## src/rtl/pokey_pkg.sv

```systemverilog
// Shared constants and state encoding for the paddle RC-network emulator.
package pokey_pkg;

  localparam int MAXCOUNT = 228;
  localparam int NUM_POTS = 8;

  typedef enum logic [1:0] {
    ST_IDLE   = 2'd0,
    ST_DUMP   = 2'd1,
    ST_CHARGE = 2'd2,
    ST_DONE   = 2'd3
  } pot_state_e;

endpackage

```

## src/rtl/pot_emulator_channel.sv

```systemverilog
// One paddle channel: setpoint latched during dump, sticky comparator line
// that drops when the shared scan count meets the setpoint.
module pot_channel
  import pokey_pkg::*;
#(
  parameter int MAXCOUNT = pokey_pkg::MAXCOUNT
) (
  input  logic       clk,
  input  logic       nreset,
  input  logic       i_load,
  input  logic       i_release,
  input  logic [7:0] i_pset,
  input  logic [7:0] i_count,
  output logic       o_p
);

  localparam logic [7:0] MAX8 = 8'(MAXCOUNT);

  logic [7:0] r_set;
  logic       r_p;
  logic       w_hit;

  // Setpoints at or beyond the end of the scan never release their line.
  assign w_hit = i_release && (r_set == i_count) && (r_set < MAX8);

  always_ff @(posedge clk or negedge nreset) begin
    if (!nreset) begin
      r_set <= 8'd0;
      r_p   <= 1'b1;
    end else if (i_load) begin
      r_set <= i_pset;
      r_p   <= 1'b1;
    end else if (w_hit) begin
      r_p   <= 1'b0;
    end
  end

  assign o_p = r_p;

endmodule

```

## src/rtl/pot_emulator.sv

```systemverilog
// Board-side stand-in for eight paddles: releases each POKEY pot line at the
// scan tick matching its setpoint, using one shared counter and a small FSM.
module pot_emulator
  import pokey_pkg::*;
#(
  parameter int MAXCOUNT = pokey_pkg::MAXCOUNT
) (
  input  logic       clk,
  input  logic       nreset,
  input  logic       enn,
  input  logic       keybClk,
  input  logic       fastScan,
  input  logic       dump,
  input  logic [7:0] pset0,
  input  logic [7:0] pset1,
  input  logic [7:0] pset2,
  input  logic [7:0] pset3,
  input  logic [7:0] pset4,
  input  logic [7:0] pset5,
  input  logic [7:0] pset6,
  input  logic [7:0] pset7,
  output logic [7:0] P,
  output logic       scanDone,
  output pot_state_e o_dbg_state
);

  localparam logic [7:0] MAX8 = 8'(MAXCOUNT);

  pot_state_e r_state;
  pot_state_e w_state_next;
  logic [7:0] r_count;
  logic [7:0] w_count_inc;
  logic [7:0] w_cmp;
  logic       w_tick;
  logic       w_release;
  logic [7:0] w_p;
  logic [7:0] w_pset [NUM_POTS];

  assign w_pset[0] = pset0;
  assign w_pset[1] = pset1;
  assign w_pset[2] = pset2;
  assign w_pset[3] = pset3;
  assign w_pset[4] = pset4;
  assign w_pset[5] = pset5;
  assign w_pset[6] = pset6;
  assign w_pset[7] = pset7;

  assign w_tick      = fastScan ? enn : keybClk;
  assign w_count_inc = (r_count < MAX8) ? r_count + 8'd1 : r_count;
  // The edge leaving DUMP acts as count 0 so zero setpoints release at once.
  assign w_release   = !dump && ((r_state == ST_DUMP) ||
                                 (r_state == ST_CHARGE && w_tick));
  assign w_cmp       = (r_state == ST_DUMP) ? 8'd0 : w_count_inc;

  always_ff @(posedge clk or negedge nreset) begin
    if (!nreset) begin
      r_state <= ST_IDLE;
    end else begin
      r_state <= w_state_next;
    end
  end

  always_comb begin
    w_state_next = r_state;
    if (dump) begin
      w_state_next = ST_DUMP;
    end else begin
      case (r_state)
        ST_IDLE:   w_state_next = ST_IDLE;
        ST_DUMP:   w_state_next = ST_CHARGE;
        ST_CHARGE: if (w_p == 8'h00 || r_count == MAX8) w_state_next = ST_DONE;
        ST_DONE:   w_state_next = ST_DONE;
        default:   w_state_next = ST_IDLE;
      endcase
    end
  end

  always_comb begin
    scanDone    = (r_state == ST_DONE);
    o_dbg_state = r_state;
  end

  always_ff @(posedge clk or negedge nreset) begin
    if (!nreset) begin
      r_count <= 8'd0;
    end else if (dump) begin
      r_count <= 8'd0;
    end else if (r_state == ST_CHARGE && w_tick) begin
      r_count <= w_count_inc;
    end
  end

  for (genvar g = 0; g < NUM_POTS; g++) begin : g_chan
    pot_channel #(.MAXCOUNT(MAXCOUNT)) u_chan (
      .clk       (clk),
      .nreset    (nreset),
      .i_load    (dump),
      .i_release (w_release),
      .i_pset    (w_pset[g]),
      .i_count   (w_cmp),
      .o_p       (w_p[g])
    );
  end

  assign P = w_p;

endmodule
```

## config.mk

```make
export PLATFORM = sky130hd
export DESIGN_NAME = pot_emulator
export DESIGN_NICKNAME = d
export VERILOG_FILES = /design/src/rtl/pokey_pkg.sv /design/src/rtl/pot_emulator_channel.sv /design/src/rtl/pot_emulator.sv
export SDC_FILE = /design/constraint.sdc
export NUM_CORES = 1
export LEC_CHECK = 0
export ABC_AREA = 1
export CORE_ASPECT_RATIO = 0.75
export CORE_MARGIN = 5
export CORE_UTILIZATION = 29
export DETAILED_ROUTE_END_ITERATION = 6
export GPL_ROUTABILITY_DRIVEN = 1
export PLACE_DENSITY = 0.51
export SLEW_MARGIN = 40
export SYNTH_ARGS = -nofsm -noshare
export SYNTH_HDL_FRONTEND = slang
export SYNTH_SLANG_ARGS = --single-unit
```

## constraint.sdc

```tcl
create_clock -name clk -period 3.1 [get_ports clk]
set_input_delay 0.62 -clock clk [delete_from_list [all_inputs] [get_ports clk]]
set_output_delay 0.62 -clock clk [all_outputs]
set_load 0.05 [all_outputs]
```

==> metrics.md <==
| Metric | Value |
|---|---|
| Highest fanout seen on the critical path | 3 |
| Post-route setup slack | 0.726 ns |
| Num CTS Buffers | 9 |
| Clk_skew | 0.00788 ns |
| Slew headroom | 47.7% |
| Synth unique cells | 29 |
| Pin count of the biggest net entering global routing | 125 |
| Drt pass-1 iters | 5 |
| Hold_buf cts | 0 |
| Postcts setup bufs | 0 |
| Global-route wire length before repair | 25,700 µm |
| DR vias/cell | 4.94 |
| Worst vdd ir | 0.186 mV |
| Fin crit share | 76.6% |
| GRT overflow | 0 |
| CP Class | flip-flop to output port |
| Ys Warns | 0 |
| Startpoint Class | flip-flop |
| Syn_area_per_cell | 7.30 µm² |
| Yosys reg bits | 82 |
| GPL Wtd Cong | 0.896 |
| Deepest clock path buffer count | 2 |
| Dominant delay contributor by cell family on the critical path | buffers and inverters |
| WL per Instance | 17.1 µm |
| Pre-CTS setup slack | 0.762 ns |
| Initial Util | 29.8% |
| Worst-Skew Late Latency | 0.34 ns |
| Antenna Cells | 0 |
| Final WL | 16,100 µm |
| Die H | 122 µm |
| Worst R2R Start | o_dbg_state[0]$_DFFE_PN0P_ |
| WP data required | 2.48 ns |
| Via count | 4,648 |
| Max-cap violations | 0 |
| Vias in the first global route | 4,715 |
| Share of layout cells above drive strength 1 | 7.66% |
| Primary FF master, synth | dfrtp_1 |
| Slew Viols, Final | 0 |
| DR iter-0 viols | 353 |
| EDFF count, synth | 0 |
| Synthesized cell area | 4820 µm² |
| CP Cell Sequence | clkdlybuf4s50_1 |
| Min Tclk post-route | 2.37 ns |
| CP max stage cell | clkdlybuf4s50_1 |
| Hold crit path type | input pin to async pin |
| Seq/Total Area, Yosys | 42.8% |
| IO Count | 81 |
| Setup Viol. Count Final | 0 |
| # port buffers | 80 |
| Pwr per Cell Area | 450 nW/µm² |
| Buf/Inv on CP | 1 |
| Syn Nets | 732 |
| Initial antenna violation count | 0 |
| Drt drc | 0 |
| DP HPWL | 11,100 µm |
| Antenna-violating nets left | 0 |
| GRT Overall Usage | 16.8% |
| RSZ-0062 raised after global routing | false |
| CTS tree | yes |
| Arrival time worst endpoint | 1.75 ns |
| H-tree levels | 3 |
| Area grow syn2layout | 25.8% |
| Final hold viol count | 0 |
| Worst Tran Pin Value | 0.784 ns |
| Final Net Count | 798 |
| Clock Tree Root | clkbuf_16 |
| Max incr delay on CP | 0.82 ns |
| DIE WIDTH | 159 µm |
| Async S/R FF share, synth | 100% |
| Status | finished clean |
| Critical Path Source | g_chan[2].u_chan.o_p$_DFFE_PN1P_ |
| Clock sink count | 82 |
| CP Capture Type | output port |
| Post-Syn Instances | 660 |
| Post-CTS Resized | 0 |
| Fin Setup TNS | 0 ns |
| Achievable Freq | 421 MHz |
| Worst-path clk slew | 0.06 ns |
| Leakage | 2.84 nW |
| DIE AREA | 19,300 µm² |
| Row cnt | 40 |
| CORE AREA | 16,200 µm² |
[flip-flops by register name, summed over array words and instances (netlist names)]
name / flops
g_chan.u_chan.r_set: 64
g_chan.u_chan.o_p: 8
r_count: 8
o_dbg_state: 2
[layout by cell type (no fill, tap or decap), types with 5 or more instances in the layout]
cell and n:
nand3_1 51, dfstp_2 8, buf_4 5, nand4_1 42, nand2_1 214, o21ai_1 7
xor2_1 8, clkbuf_16 9, nor2_1 22, dfrtp_1 74, o21ai_0 67, a31oi_1 8
clkdlybuf4s50_1 78, nand3_4 6, nand2_2 7, inv_1 82, a21oi_1 8, nand3_2 5
[where the power goes]
| part | internal [mW] | leakage (nW) | switching (mW) |
|---|---|---|---|
| Combinational | 0.180 | 1.71 | 0.269 |
| Clock | 0.646 | 0.140 | 0.424 |
| Sequential | 1.15 | 0.996 | 0.0567 |
| Total | 1.98 | 2.84 | 0.750 |
[Yosys cell counts (6+ instances only)]
cell type  instances  area, µm²
nand2_1          214        803
o21ai_1            7       35.0
a21oi_1            8       40.0
nand3_1           51        255
a31oi_1            8       50.1
inv_1             82        308
clkbuf_1          18       67.6
nand2_2            7       43.8
buf_4              8       60.1
nand4_1           42        263
xor2_1             8       70.1
nor2_1            22       82.6
dfrtp_1           74       1850
nand3_4            6        105
dfstp_2            8        210
o21ai_0           67        335
[layout make-up]
type	instances	area, µm²
fill	1686	10100
multi-input combinational	460	2270
sequential	82	2060
timing repair buffer	85	843
inverter	88	330
tap	210	263
clock buffer	13	250
clock inverter	3	42.5
[cells by family (layout without fill, tap and decap cells)]
group / Yosys count / after routing / share of synthesized area, %
AOI/OAI and AO/OA: 94 / 94 / 10.3
xor gates and xnor gates: 9 / 9 / 1.64
adders and majority gates: 2 / 2 / 0.519
buffers and inverters: 118 / 189 / 10.1
DFF: 82 / 82 / 42.8
and+or+nand+nor: 355 / 355 / 34.7
[path summary, 6_finish.rpt]
check / endpoint / slack (ns) / cells past startpoint
hold reg to reg: g_chan[7].u_chan.o_p$_DFFE_PN1P_ / 0.50 / 2
setup / recovery: P[2] / 0.73 / 1
min in group clk: g_chan[7].u_chan.o_p$_DFFE_PN1P_ / 0.50 / 2
max in group asynchronous: g_chan[3].u_chan.r_set[4]$_DFFE_PN0P_ / 2.29 / 1
setup reg to reg: g_chan[3].u_chan.o_p$_DFFE_PN1P_ / 0.84 / 12
hold / removal: r_count[6]$_DFFE_PN0P_ / 0.32 / 1
[per-layer routing]
layer	share of wire, %	up-vias	track usage, %
li1	-	2275	-
met1	46	2178	23.4
met2	46	176	26.7
met3	6.7	19	3.62
met4	1.3	0	4.14
met5	0	-	0
[through the flow]
stage	hold slack, ns	utilization, %	power (mW)	std cells	cell area, µm²
3_3_place_gp	0.485	35.6	1.67	925	5760
4_1_cts	0.375	37.5	2.75	941	6060
5_1_grt	0.394	37.5	2.86	941	6060
2_1_floorplan	0.324	-	1.47	660	4820
3_5_place_dp	0.487	35.7	1.67	925	5770
6_report	0.317	37.5	2.73	941	6060
No activity file was read; power rests on OpenSTA's default activity.
